[src/rtl/ascii_arb.sv]
// -----------------------------------------------------------------------------
// ascii_arb
//   Two-requester character arbiter feeding a single character buffer.
//   A requester that sends a non-terminator character takes a lock and keeps
//   the output until it sends LF (8'h0A) or ESC (8'h1B). If the lock holder
//   stays silent for p_timeout consecutive cycles, the lock is broken and an
//   LF is injected so the buffer sees a cleanly terminated line. When both
//   requesters want the idle arbiter, the priority pointer picks the winner.
//   The pointer moves to the other requester whenever a line ends.
//
// Parameters
//   p_timeout   idle cycles a lock may last before it is broken (2..1024)
//
// Ports
//   clk         clock; every register updates on the rising edge
//   rst         synchronous, active-high reset
//   req0_ascii  requester 0 character
//   req0_val    requester 0 character valid
//   req0_rdy    requester 0 accept (transfer when val and rdy are both high)
//   req1_ascii  requester 1 character
//   req1_val    requester 1 character valid
//   req1_rdy    requester 1 accept
//   ascii       merged character stream
//   ascii_val   one-cycle strobe qualifying ascii (no backpressure)
//   owner       one-hot lock holder: 01 = req0, 10 = req1, 00 = none
// -----------------------------------------------------------------------------
module ascii_arb #(
  parameter int p_timeout = 64
) (
  input  logic       clk,
  input  logic       rst,
  input  logic [7:0] req0_ascii,
  input  logic       req0_val,
  output logic       req0_rdy,
  input  logic [7:0] req1_ascii,
  input  logic       req1_val,
  output logic       req1_rdy,
  output logic [7:0] ascii,
  output logic       ascii_val,
  output logic [1:0] owner
);

  localparam int                  lp_cnt_w    = $clog2(p_timeout);
  localparam logic [7:0]          lp_lf       = 8'h0A;
  localparam logic [7:0]          lp_esc      = 8'h1B;
  localparam logic [lp_cnt_w-1:0] lp_cnt_last = lp_cnt_w'(p_timeout - 1);

  typedef enum logic [1:0] {
    IDLE,
    LOCK0,
    LOCK1,
    BREAK
  } state_t;

  state_t              r_state;
  state_t              w_state_nxt;
  logic                r_ptr;        // 0 favours req0 on a tie, 1 favours req1
  logic                w_ptr_nxt;
  logic [lp_cnt_w-1:0] r_cnt;        // consecutive silent cycles in a lock
  logic [lp_cnt_w-1:0] w_cnt_nxt;
  logic [7:0]          r_ascii;
  logic                r_ascii_val;

  logic                w_xfer0;
  logic                w_xfer1;
  logic                w_xfer;
  logic [7:0]          w_char;
  logic                w_term;

  // Accept signals: decided from state, pointer and val only.
  always_comb begin
    // NOTE: every signal written in a combinational block gets a default
    // first; a path that skipped the assignment would infer a latch.
    req0_rdy = 1'b0;
    req1_rdy = 1'b0;
    if (!rst) begin
      case (r_state)
        IDLE: begin
          if (req0_val && (!req1_val || !r_ptr)) begin
            req0_rdy = 1'b1;
          end else if (req1_val) begin
            req1_rdy = 1'b1;
          end
        end
        LOCK0:   req0_rdy = 1'b1;
        LOCK1:   req1_rdy = 1'b1;
        default: ;
      endcase
    end
  end

  // At most one rdy is ever high, so the accepted character is unambiguous.
  assign w_xfer0 = req0_val & req0_rdy;
  assign w_xfer1 = req1_val & req1_rdy;
  assign w_xfer  = w_xfer0 | w_xfer1;
  assign w_char  = w_xfer1 ? req1_ascii : req0_ascii;
  assign w_term  = (w_char == lp_lf) || (w_char == lp_esc);

  // Next state, pointer and silence counter.
  always_comb begin
    w_state_nxt = r_state;
    w_ptr_nxt   = r_ptr;
    w_cnt_nxt   = r_cnt;
    case (r_state)
      IDLE: begin
        if (w_xfer) begin
          if (w_term) begin
            // Line ended: the other requester gets the next tie.
            w_ptr_nxt = w_xfer0;
          end else begin
            w_state_nxt = w_xfer1 ? LOCK1 : LOCK0;
            w_cnt_nxt   = '0;
          end
        end
      end
      LOCK0, LOCK1: begin
        if (w_xfer) begin
          if (w_term) begin
            w_state_nxt = IDLE;
            w_ptr_nxt   = (r_state == LOCK0);
          end else begin
            w_cnt_nxt = '0;
          end
        end else if (r_cnt == lp_cnt_last) begin
          // Holder went silent too long; break before the counter could wrap.
          w_state_nxt = BREAK;
          w_ptr_nxt   = (r_state == LOCK0);
        end else begin
          w_cnt_nxt = r_cnt + lp_cnt_w'(1);
        end
      end
      BREAK:   w_state_nxt = IDLE;
      default: w_state_nxt = IDLE;
    endcase
  end

  always_ff @(posedge clk) begin
    // NOTE: sequential state uses non-blocking assignments so every register
    // samples pre-edge values regardless of statement order.
    if (rst) begin
      r_state     <= IDLE;
      r_ptr       <= 1'b0;
      r_cnt       <= '0;
      r_ascii     <= 8'h00;
      r_ascii_val <= 1'b0;
    end else begin
      r_state <= w_state_nxt;
      r_ptr   <= w_ptr_nxt;
      r_cnt   <= w_cnt_nxt;
      if (w_xfer) begin
        r_ascii     <= w_char;
        r_ascii_val <= 1'b1;
      end else if (r_state == BREAK) begin
        // Terminate the abandoned line for the buffer.
        r_ascii     <= lp_lf;
        r_ascii_val <= 1'b1;
      end else begin
        r_ascii_val <= 1'b0;
      end
    end
  end

  always_comb begin
    owner = 2'b00;
    case (r_state)
      LOCK0:   owner = 2'b01;
      LOCK1:   owner = 2'b10;
      default: owner = 2'b00;
    endcase
  end

  assign ascii     = r_ascii;
  assign ascii_val = r_ascii_val;

endmodule

[config.mk]
export PLATFORM = sky130hd
export DESIGN_NAME = ascii_arb
export DESIGN_NICKNAME = d
export VERILOG_FILES = /design/src/rtl/ascii_arb.sv
export SDC_FILE = /design/constraint.sdc
export NUM_CORES = 1
export LEC_CHECK = 0
export CAP_MARGIN = 20
export CORE_MARGIN = 8
export CORE_UTILIZATION = 40
export CTS_CLUSTER_DIAMETER = 30
export DETAILED_ROUTE_END_ITERATION = 8
export GPL_TIMING_DRIVEN = 0
export PLACE_DENSITY = 0.68
export SYNTH_ARGS = -nofsm -noshare
export SYNTH_HDL_FRONTEND = slang
export SYNTH_SLANG_ARGS = --single-unit
export TNS_END_PERCENT = 5
[constraint.sdc]
create_clock -name clk -period 3 [get_ports clk]
set_input_delay 0.3 -clock clk [delete_from_list [all_inputs] [get_ports clk]]
set_output_delay 0.3 -clock clk [all_outputs]
set_load 0.01 [all_outputs]
==> results.txt <==
----------------------------------------------------
[Synth]
  Syn_area_per_cell ... around 7.8 µm²
  Yosys warning count ... 0
  Share of flip-flops with an asynchronous set or reset ... 0
  Synth Net Count ... between 150 and 200
  Most used DFF post-synth ... dfxtp_1
  Cell area after technology mapping ... about 0.0012 mm²
  Seq cells post-synth ... 18
  Number of instances in the synthesized netlist ... 155
  Number of library cell types mapped by synthesis ... 44
  Number of enable flip-flop cells after synthesis ... 0
  Sequential cell area fraction in the yosys report ... 0.296

[CTS]
  H-tree depth reported by CTS ... 1
  Clock root cell ... clkbuf_4
  Count of instances resized after the clock tree is built ... 0
  Clock-pin slew on the worst setup and hold paths ... around 0.11 ns
  Worst-Skew Late Latency ... approximately 0.29 ns
  Clock Sinks ... 18
  Post-cts hold buffer count ... 0
  Clock Tree Buf Depth ... 2
  Post-CTS Repair Setup Buffers ... 0
  Clock tree from TritonCTS ... built
  Number of buffers created by CTS ... 3

[Die]
  Placeable core region ... about 0.0030 mm²
  Die height ... just over 70 µm
  Horizontal extent of the die ... about 70 µm
  Std-Cell Rows ... 20
  Initial Util ... 0.408
  Total Die Area ... 0.00506 mm²
  Count of boundary I/O pins ... 33

[Run]
  Maxcap violations ... 0

[Pwr]
  Power per unit of standard cell area ... ~540 mW/mm²
  IR Drop Worst-Case VDD ... roughly 0.32 mV
  Power, Total ... around 0.87 mW
  Leak pwr ... approximately 0.55 nW

[Cells and area]
  Leading cell type in the layout, fill and taps excluded ... clkdlybuf4s50_1
  Storage cell area ... 360 µm²
  Fraction of layout cells with a size suffix above 1 ... 0.0785
  Antenna diode instance count ... 0
  Layout Utilization ... 0.542
  Number of fill cells ... just over 300
  Area of the multi-input gates ... approximately 800 µm²
  Layout-stage area growth over the synthesis result ... 32.7%
  Final-stage net count ... ~220
  Final non-filler cell total ... 224
  Commonest non-fill, non-tap cells in the layout ... clkdlybuf4s50_1, nor2_1, dfxtp_1, nand2_1, a21oi_1

[STA]
  Highest clock rate ... 362 MHz
  Final hold violations ... 0
  Setup TNS ... 0 ns
  Final cycle utilization of the critical path ... 0.920
  Worst-margin pin slew ... around 0.59 ns
  Worst-case headroom to the max-slew limit ... 0.602
  Final-report setup violation count ... 0
  Setup skew after layout ... 0.00777 ns
  Min Tclk post-route ... 2.76 ns
  Count of final max-slew check failures ... 0
  RSZ-0062 raised after global routing ... false

[Worst setup path]
  Crit-path max cell delay ... 0.65 ns
  Data arrival, critical path ... between 2 and 2.5 ns
  Critical-path cell with the highest stage delay ... clkdlybuf4s50_1
  Flop2flop setup slack ... ~0.46 ns
  Launch point of the worst path ... rst
  Worst reg2reg path depth ... 10
  Top fanout value on the critical path ... 10
  Kind of start point of the critical path ... primary input
  Kind of critical path ... in2out
  R2R Path End ... r_cnt[1]
  Reg2reg start ... r_state[0]
  Crit end category ... output port
  End of the critical path ... req1_rdy
  Series of cell instances along the critical path ... clkdlybuf4s50_1 -> clkbuf_1 -> clkbuf_1 -> nor2_1 -> clkdlybuf4s50_1
  Critical path data required time ... roughly 2.7 ns

[Drt]
  1st-pass router iterations ... 5
  Number of vias in the routed layout ... around 1300
  Number of nets still failing antenna checks after routing ... 0
  Drc violations ... 0
  Average wire per standard cell ... 15.1 µm
  Vias per Instance ... ~5.6
  Detailed-route wire length ... 3380 µm
  Detailed Route Iter0 Violations ... 40

[Global routing]
  Number of global-route vias before repair ... ~1300
  Global-route wire length before repair ... roughly 5700 µm
  Number of antenna violations at the first check in global routing ... 0
  Total global routing track utilization ... 0.138
  Maximum number of pins on one net before global-route repair ... 11
  Remaining global-route overflow ... 0

[Place]
  Gp weighted congestion ... 0.876
  PortBufs ... 32
  Number of placed cells counting well taps ... 220
  Half-perimeter wire length after detailed placement ... ~2700 µm

[Status]
  Status ... complete, no violations

[Min path]
  Launch instance of the worst min-delay path ... r_cnt[2]
  Hold Path Class ... reg2reg

----------------------------------------------------
[cells by family after synthesis]
kind of cell | synth area share
simple gates | 0.344
compound gates | 0.221
flops | 0.296
buf+inv | 0.0442
fa+ha+maj | 0.0720
xor+xnor | 0.0144
mux | 0.00823
[routing by layer]
metal / part of all wire / global-route usage / vias to the layer above
li1: - / - / 638
met1: 0.44 / 0.156 / 582
met2: 0.50 / 0.234 / 28
met3: 0.057 / 0.0452 / 4
met4: 0.010 / 0.0531 / 0
met5: 0 / 0 / -
[worst min-delay path by stage]
stage                to  slack (ns)  cells past startpoint
6_report       r_cnt[2]        0.50                      2
5_1_grt        r_cnt[1]        0.53                      2
4_1_cts        r_cnt[2]        0.50                      2
3_5_place_dp   r_cnt[2]        0.49                      2
3_3_place_gp   r_cnt[1]        0.47                      2
2_1_floorplan  ascii[1]        0.44                      2
[state kept, by name (all words and copies together), names as in the netlist]
signal	flops
ascii_val	1
r_state	2
r_ptr	1
ascii	8
r_cnt	6
[final cells by class]
class                      instances  share of cell area
buffer                             9              0.0240
clock buffer                       4              0.0225
inverter                           4             0.00930
multi-input combinational        124               0.497
sequential                        18               0.223
tap                               33              0.0256
timing repair buffer              32               0.198
[synthesized netlist by cell type, drive strengths merged, types with 4 or more instances]
| master | number | area share |
|---|---|---|
| a21oi | 11 | 0.045 |
| a311oi | 6 | 0.043 |
| clkbuf | 7 | 0.022 |
| dfxtp | 18 | 0.30 |
| ha | 7 | 0.072 |
| inv | 4 | 0.012 |
| nand2 | 16 | 0.049 |
| nand3 | 4 | 0.016 |
| nand3b | 6 | 0.037 |
| nor2 | 22 | 0.070 |
| nor3 | 7 | 0.033 |
| o21ai | 10 | 0.041 |
| or3 | 5 | 0.026 |
[per-stage QoR]
stage          hold WS (ns)  cell area [µm²]  worst slack [ns]
6_report              0.498             1610             0.241
5_1_grt               0.527             1610             0.150
4_1_cts               0.503             1610             0.257
3_5_place_dp          0.487             1580             0.266
3_3_place_gp          0.469             1580             0.312
2_1_floorplan         0.441             1220             0.689
[critical path, delay by kind of cell]
kind / cells / cell delay, ns
buffers and inverters: 4 / 2.05
and+or+nand+nor: 1 / 0.10
[where the power goes]
part | internal (mW) | switching, mW
Sequential | 0.270 | 0.0210
Combinational | 0.202 | 0.223
Clock | 0.0739 | 0.0760
(Power assumes the default switching activity.)
